File: src/rtl/ex_hilo_mac_pkg.sv
// Shared opcode encodings and FSM state type for the EX-stage HI/LO multiply unit.
// Opcode values match the decoder's aluop bus.
package ex_hilo_mac_pkg;

  localparam logic [7:0] EXE_MFHI_OP  = 8'b0001_0000;
  localparam logic [7:0] EXE_MTHI_OP  = 8'b0001_0001;
  localparam logic [7:0] EXE_MFLO_OP  = 8'b0001_0010;
  localparam logic [7:0] EXE_MTLO_OP  = 8'b0001_0011;
  localparam logic [7:0] EXE_MULT_OP  = 8'b0001_1000;
  localparam logic [7:0] EXE_MULTU_OP = 8'b0001_1001;
  localparam logic [7:0] EXE_MADD_OP  = 8'b1010_0110;
  localparam logic [7:0] EXE_MADDU_OP = 8'b1010_1000;
  localparam logic [7:0] EXE_MUL_OP   = 8'b1010_1001;
  localparam logic [7:0] EXE_MSUB_OP  = 8'b1010_1010;
  localparam logic [7:0] EXE_MSUBU_OP = 8'b1010_1011;

  localparam logic [2:0] EXE_RES_MUL  = 3'b101;

  typedef enum logic [0:0] {
    MAC_IDLE = 1'b0,
    MAC_ACC  = 1'b1
  } mac_state_t;

endpackage

File: src/rtl/ex_hilo_mac_mul_32x32.sv
// Combinational full-width multiplier; signed_i selects sign- or zero-extension of operands.
module mul_32x32 #(
  parameter int DATA_W = 32
) (
  input  logic [DATA_W-1:0]   a,
  input  logic [DATA_W-1:0]   b,
  input  logic                signed_i,
  output logic [2*DATA_W-1:0] product
);

  logic [2*DATA_W-1:0] a_ext;
  logic [2*DATA_W-1:0] b_ext;

  // Extending to 2*DATA_W first makes the truncated product exact in both modes.
  always_comb begin
    if (signed_i) begin
      a_ext = {{DATA_W{a[DATA_W-1]}}, a};
      b_ext = {{DATA_W{b[DATA_W-1]}}, b};
    end else begin
      a_ext = {{DATA_W{1'b0}}, a};
      b_ext = {{DATA_W{1'b0}}, b};
    end
    product = a_ext * b_ext;
  end

endmodule

File: src/rtl/ex_hilo_mac.sv
// EX-stage multiply / HI-LO unit: owns HI/LO, single-cycle MULT/MUL/MFxx/MTxx,
// two-cycle MADD/MSUB family with a stall request on the first cycle.
module ex_hilo_mac
  import ex_hilo_mac_pkg::*;
#(
  parameter int DATA_W = 32,
  parameter int AOP_W  = 8
) (
  input  logic              clk,
  input  logic              rst,
  input  logic [AOP_W-1:0]  aluop,
  input  logic [DATA_W-1:0] reg1,
  input  logic [DATA_W-1:0] reg2,
  input  logic [4:0]        w_addr_i,
  input  logic              we_i,
  input  logic              ex_stall,
  output logic              own_o,
  output logic [DATA_W-1:0] w_data,
  output logic [4:0]        w_addr,
  output logic              we,
  output logic [DATA_W-1:0] hi_o,
  output logic [DATA_W-1:0] lo_o,
  output logic              stallreq
);

  localparam logic [AOP_W-1:0] OP_MFHI  = AOP_W'(EXE_MFHI_OP);
  localparam logic [AOP_W-1:0] OP_MTHI  = AOP_W'(EXE_MTHI_OP);
  localparam logic [AOP_W-1:0] OP_MFLO  = AOP_W'(EXE_MFLO_OP);
  localparam logic [AOP_W-1:0] OP_MTLO  = AOP_W'(EXE_MTLO_OP);
  localparam logic [AOP_W-1:0] OP_MULT  = AOP_W'(EXE_MULT_OP);
  localparam logic [AOP_W-1:0] OP_MULTU = AOP_W'(EXE_MULTU_OP);
  localparam logic [AOP_W-1:0] OP_MADD  = AOP_W'(EXE_MADD_OP);
  localparam logic [AOP_W-1:0] OP_MADDU = AOP_W'(EXE_MADDU_OP);
  localparam logic [AOP_W-1:0] OP_MUL   = AOP_W'(EXE_MUL_OP);
  localparam logic [AOP_W-1:0] OP_MSUB  = AOP_W'(EXE_MSUB_OP);
  localparam logic [AOP_W-1:0] OP_MSUBU = AOP_W'(EXE_MSUBU_OP);

  mac_state_t          state;
  logic [DATA_W-1:0]   hi_q;
  logic [DATA_W-1:0]   lo_q;
  logic [2*DATA_W-1:0] prod_q;
  logic                sub_q;

  logic                own;
  logic                op_signed;
  logic                op_mult;
  logic                op_mac;
  logic                op_sub;
  logic                op_gpr;
  logic [2*DATA_W-1:0] product;
  logic [2*DATA_W-1:0] acc_next;

  always_comb begin
    own       = 1'b0;
    op_signed = 1'b0;
    op_mult   = 1'b0;
    op_mac    = 1'b0;
    op_sub    = 1'b0;
    op_gpr    = 1'b0;
    case (aluop)
      OP_MULT:  begin own = 1'b1; op_signed = 1'b1; op_mult = 1'b1; end
      OP_MULTU: begin own = 1'b1; op_mult = 1'b1; end
      OP_MUL:   begin own = 1'b1; op_signed = 1'b1; op_gpr = 1'b1; end
      OP_MFHI:  begin own = 1'b1; op_gpr = 1'b1; end
      OP_MFLO:  begin own = 1'b1; op_gpr = 1'b1; end
      OP_MTHI:  own = 1'b1;
      OP_MTLO:  own = 1'b1;
      OP_MADD:  begin own = 1'b1; op_signed = 1'b1; op_mac = 1'b1; end
      OP_MADDU: begin own = 1'b1; op_mac = 1'b1; end
      OP_MSUB:  begin own = 1'b1; op_signed = 1'b1; op_mac = 1'b1; op_sub = 1'b1; end
      OP_MSUBU: begin own = 1'b1; op_mac = 1'b1; op_sub = 1'b1; end
      default:  own = 1'b0;
    endcase
  end

  mul_32x32 #(.DATA_W(DATA_W)) u_mul (
    .a        (reg1),
    .b        (reg2),
    .signed_i (op_signed),
    .product  (product)
  );

  // The add/subtract direction is latched at acceptance, so ACC never depends on aluop.
  assign acc_next = sub_q ? ({hi_q, lo_q} - prod_q) : ({hi_q, lo_q} + prod_q);

  always_ff @(posedge clk) begin
    if (rst) begin
      state  <= MAC_IDLE;
      hi_q   <= '0;
      lo_q   <= '0;
      prod_q <= '0;
      sub_q  <= 1'b0;
    end else if (!ex_stall) begin
      case (state)
        MAC_IDLE: begin
          if (op_mac) begin
            prod_q <= product;
            sub_q  <= op_sub;
            state  <= MAC_ACC;
          end else if (op_mult) begin
            hi_q <= product[2*DATA_W-1:DATA_W];
            lo_q <= product[DATA_W-1:0];
          end else if (aluop == OP_MTHI) begin
            hi_q <= reg1;
          end else if (aluop == OP_MTLO) begin
            lo_q <= reg1;
          end
        end
        MAC_ACC: begin
          hi_q  <= acc_next[2*DATA_W-1:DATA_W];
          lo_q  <= acc_next[DATA_W-1:0];
          state <= MAC_IDLE;
        end
        default: state <= MAC_IDLE;
      endcase
    end
  end

  always_comb begin
    w_data = '0;
    if (!rst) begin
      if (aluop == OP_MUL)       w_data = product[DATA_W-1:0];
      else if (aluop == OP_MFHI) w_data = hi_q;
      else if (aluop == OP_MFLO) w_data = lo_q;
    end
  end

  assign own_o    = own;
  assign w_addr   = w_addr_i;
  assign we       = !rst && we_i && op_gpr;
  assign stallreq = !rst && (state == MAC_IDLE) && op_mac;
  assign hi_o     = hi_q;
  assign lo_o     = lo_q;

endmodule

File: config.mk
export PLATFORM = sky130hd
export DESIGN_NAME = ex_hilo_mac
export DESIGN_NICKNAME = d
export VERILOG_FILES = /design/src/rtl/ex_hilo_mac_pkg.sv /design/src/rtl/ex_hilo_mac_mul_32x32.sv /design/src/rtl/ex_hilo_mac.sv
export SDC_FILE = /design/constraint.sdc
export NUM_CORES = 2
export LEC_CHECK = 0
export BUFFER_PORTS_ARGS = -buffer_cell sky130_fd_sc_hd__buf_2
export CORE_MARGIN = 2
export CORE_UTILIZATION = 60
export CTS_CLUSTER_DIAMETER = 50
export DETAILED_ROUTE_END_ITERATION = 7
export PLACE_DENSITY = 0.79
export SYNTH_ARGS = -nofsm -noshare
export SYNTH_HDL_FRONTEND = slang
export SYNTH_SLANG_ARGS = --single-unit
File: constraint.sdc
create_clock -name clk -period 11.7 [get_ports clk]
set_input_delay 1.17 -clock clk [delete_from_list [all_inputs] [get_ports clk]]
set_output_delay 1.17 -clock clk [all_outputs]
set_load 0.02 [all_outputs]
; Yosys cells after proc, flatten, opt, wreduce, memory -nomap -nowiden
; Index checks and enable logic that the tools add are counted.
[op_classes]
add_sub_neg = 2
n_mul = 1
eq_ne = 15
n_mux = 24
n_bitwise = 2
reduce_logical = 14
[op_table]
columns = cell, count
row1 = $mux W32, 11
row2 = $mux W64, 3
row3 = $pmux W32 S2, 2
row4 = $add A64 B64 Y64, 1
row5 = $mul A64 B64 Y64, 1
row6 = $sub A64 B64 Y64, 1
row7 = $eq A8 B5 Y1 const B, 6
row8 = $eq A8 B8 Y1 const B, 5
row9 = $reduce_or A11 Y1, 1
row10 = $ne A3 B3 Y1 const B, 3
row11 = $reduce_or A4 Y1, 2
row12 = $mux W1, 7
row13 = $reduce_and A3 Y1, 2
row14 = $logic_and A1 B1 Y1, 4
row15 = $reduce_and A4 Y1, 1
row16 = $reduce_or A2 Y1, 2
row17 = $reduce_or A3 Y1, 1
row18 = $ne A2 B2 Y1 const B, 1
row19 = $not A1 Y1, 2
row20 = $pmux W1 S2, 1
row21 = $logic_not A1 Y1, 1
[word_totals]
ff_bits = 130
inputBits = 81
out_inout_bits = 104
elab_cells = 63

; Longest topological paths before layout
[depth]
depth_word = 8
depth_mapped = 42

; Hierarchy
; From an unflattened synthesis, not the netlist that was laid out.
[hier_totals]
cells_unflattened = 6798
area_unflattened_um2 = 59419.5
[by_module_without_submodules]
columns = mod, n_inst, cells_each, area_per_inst_um2
row1 = mul_32x32, 1, 5087, 47692.0
row2 = ex_hilo_mac, 1, 1711, 11727.5

; Worst setup path before layout
; OpenSTA, ideal clock, no wires.
[synth_path]
kind = input port to flip-flop
start = input port aluop[5]
end = register hi_q[26] (netlist: hi_o[26])
setup_ns = 0.128
arrival_ns = 10.951
path_slack_ns = 0.621
stages = 35
cell_sequence = or4b_1 > o21ai_0 > a21oi_1 > o21ai_1 > and2_1 > clkbuf_1 > clkbuf_1 > nand2_1 > fa_1 > inv_1 > fa_1 > fa_1 > inv_1 > fa_1 > fa_1 > inv_1 > fa_1 > fa_1 > fa_1 > fa_1 > inv_1 > fa_1 > inv_1 > ha_1 > clkbuf_1 > nand4_1 > nor2_1 > and3b_1 > nand3_1 > o21ai_2 > a311oi_4 > a21oi_2 > nor3_1 > a2111oi_0 > nor2_1
[synth_between]
elab_chain_cells = 8
elab_cells_between_ends = 23
[synth_rtl]
columns = item, line
row1 = "start, declared", ex_hilo_mac.sv:11  ; input logic [AOP_W-1:0] aluop,
row2 = $eq A8 B8 Y1 or $eq A8 B5 Y1 (tied branches), ex_hilo_mac.sv:60  ; case (aluop)
row3 = $reduce_or A4 Y1 (no line), -
row4 = $mux W1, ex_hilo_mac.sv:60
row5 = $mux W64, ex_hilo_mac_mul_32x32.sv:16  ; if (signed_i) begin
row6 = $mul A64 B64 Y64, ex_hilo_mac_mul_32x32.sv:23  ; product = a_ext * b_ext;
row7 = $mux W32, ex_hilo_mac.sv:100  ; end else if (op_mult) begin
row8 = $mux W32, ex_hilo_mac.sv:96  ; if (op_mac) begin
row9 = $pmux W32 S2, ex_hilo_mac.sv:94  ; case (state)
row10 = "end signal, assigned", ex_hilo_mac.sv:101  ; hi_q <= product[2*DATA_W-1:DATA_W];
row11 = "end signal, assigned", ex_hilo_mac.sv:104  ; hi_q <= reg1;
row12 = "end signal, assigned", ex_hilo_mac.sv:110  ; hi_q <= acc_next[2*DATA_W-1:DATA_W];
row13 = "end, declared", ex_hilo_mac.sv:39  ; logic [DATA_W-1:0] hi_q;
; Several ways; a longest one is shown, not always the timed one. The select of a mux whose other input is x is not followed.
; A chain may end at the register's enable or synchronous reset.

; Worst setup path in the final report
[layout_path]
start = input port aluop[5]
end = register hi_q[24] (netlist: hi_o[24])
; The elaborated chain is that of the path after synthesis.

==> run metrics <==
Die Width=319 um; global-route wire length before repair=299000 um; CP max FO=19; synth unique cells=103; placed cell count=8059; Reg2Reg Launch Point=prod_q[8]; critical path startpoint category=primary input; Final WS setup=527 ps; std cell rows=115; post-DP HPWL=162000 um; Synth Flop Type=dfxtp_1; HP Class=reg -> reg; core area=98300 um2; total grt overflow=0; fin cells=8100; Total GRT Usage=38.9%; Area growth syn-to-layout=4.79%; Vias=47700; synth warn=0; Longest Clk Path Bufs=2; vias in the first global route=51100; syn_area_per_cell=8.72 um2; met3 wire length=20900 um; Hold Crit Depth=2; final setup vio count=0; Net count, final=8667; Hold Path End=prod_q[63]; Worst Reg-to-Reg Cells=20; cells after synthesis=6818; Crit path required time=12040 ps; pin count of the biggest net entering global routing=79; clock-pin slew on the worst setup and hold paths=70 ps; CTS Root Buffer Type=clkbuf_16; Slew Viols, Final=0; slew margin rel.=29.9%; slowest library cell on the worst path=fa_1; WL/cell=23.7 um; antenna violations before repair=14; worst-margin pin slew=1050 ps; sum of negative setup slack=0 ps; cell family with most CP delay=adder cells; crit share post-route=95.5%; met2 wire len=87200 um; area leader, netlist=fa_1; Worst path max stage delay=790 ps; DR vias/cell=5.89; Max Used Layer=met5; unrepaired setup endpoints after global routing=false; layout cells sized above 1=6.47%; ys async rst share=0%; WP data arrival=11510 ps; Post-route DRC=0; Finished Cell Area=62300 um2; post-cts hold buffer count=0; Resize count post-CTS=0; WL met1=73600 um; routability congestion estimate=1.04; Cell Area, Placed=61600 um2; final setup skew=10.9 ps; R2R Setup Slk=5350 ps; H-tree depth=4; CTS tree=built; Crit Path Class=in -> reg; sequential area share after synthesis=4.38%; Fmax=89.5 MHz; clk_lat worst skew=460 ps; Die Y=319 um; number of synthesized flops with an enable pin=0; Routed WL=192000 um; Die Area=102000 um2; drt pass-1 iters=7; Routed Antenna Nets=0; initial DRC count=4565; status=complete, no violations; share of the synthesized area in the top cell type=47.8%; FF+latch count, synth=130; Synthesized Nets=8694; post-route minimum period=11170 ps; CP dominant cell by count=fa_1; # clock sinks=130; Starting Density=60.5%; total CTS buffers=17; synth top area cells=fa_1 (48%), inv_1 (10%), ha_1 (7.9%), nand2_1 (6.3%), dfxtp_1 (4.4%); final hold vios=0; # IOs=185; post-CTS setup buffers=0; CP bufs+invs=9; Worst Setup End Kind=flop; Post-Place Worst Slack=142 ps; max cap viols=0; PortBufs=174; worst r2r dst=hi_o[29]; Hold Startpoint=prod_q[63]; synthesized area=59400 um2
-- state kept, by name (all words and copies together) (netlist names) --
register	cells
prod_q	64
hi_o	32
state	1
lo_o	32
sub_q	1
-- cells in the final DEF (no fill, tap or decap), drive strengths merged, types with 14 or more instances in the layout --
cell	count
a211oi	60
a21o	82
a21oi	312
a22oi	28
a31oi	32
and2	370
and3	37
buf	313
clkbuf	18
dfxtp	130
fa	1420
ha	375
inv	1622
mux2	35
nand2	994
nand2b	14
nand3	42
nand4	32
nor2	212
nor2b	24
nor3	46
nor4	19
o211ai	16
o21a	17
o21ai	111
o21bai	38
xnor2	171
xor2	60
-- synthesized netlist by cell type (8+ instances only) --
library cell	instances
o22ai_1	9
o21bai_1	37
nor4_1	17
a211o_1	8
xor2_1	60
mux2_2	35
a22oi_1	28
clkbuf_1	330
a211oi_1	59
nor3_1	43
o31ai_1	10
nor2b_1	24
a21o_1	82
xnor2_1	171
or3_1	10
and2_1	368
inv_1	1617
nand2b_1	14
buf_2	9
a21oi_1	309
o211ai_1	16
nor2_1	210
o21ai_1	18
o21a_1	17
a221oi_1	11
ha_1	375
nand3_1	42
and3_1	37
nand4_1	32
fa_1	1420
buf_1	14
nand2_1	993
a31oi_1	31
dfxtp_1	130
o21ai_0	90
a311oi_1	8
-- tightest hold or removal path: cells and delay by family, from the launching register on --
kind	cells	cell delay (ps)
and+or+nand+nor	1	60
AOI/OAI and AO/OA	1	50
DFF	1	330
-- worst max-delay path by stage --
stage	from	end	slack [ps]	cells after the start
after global placement	aluop[5]	hi_o[24]	290	35
after global routing	aluop[5]	hi_o[24]	110	36
final	aluop[5]	hi_o[24]	530	35
after CTS	aluop[5]	hi_o[28]	620	35
after detailed placement	aluop[5]	hi_o[28]	140	35
after floorplan	aluop[5]	hi_o[26]	620	35
-- per-layer routing --
layer | track usage (%) | up-vias
met2 | 62.4 | 2764
met4 | 16.9 | 12
li1 | - | 20300
met1 | 51.2 | 24000
met5 | 0 | -
met3 | 8.57 | 584
-- kinds of logic after synthesis --
kind of cell | Yosys count | synth area share [%]
buffers and inverters | 1978 | 12.5
AND/OR/NAND/NOR | 1837 | 14.3
adder cells (fa/ha/maj) | 1797 | 55.8
AO/OA/AOI/OAI | 803 | 8.80
XOR/XNOR | 231 | 3.40
flip-flops | 130 | 4.38
multiplexers | 42 | 0.781
-- through the flow --
step | util [%] | hold WS [ps]
after CTS | 63.4 | 480
after global placement | 62.7 | 465
after global routing | 63.4 | 502
final | 63.4 | 484
after detailed placement | 62.7 | 471
after floorplan | - | 448
-- layout make-up --
class	count	area, um2
Tap cell	1287	1610
Antenna cell	9	22.5
Inverter	1619	6080
Fill cell	8356	36000
Timing Repair Buffer	313	1920
Sequential cell	130	2610
Multi-Input combinational cell	4710	49400
Clock inverter	14	201
Clock buffer	18	429
Power is left out: the tool's default activity adds up to more than one toggle a clock period on the data nets, which glitch-free logic cannot reach.
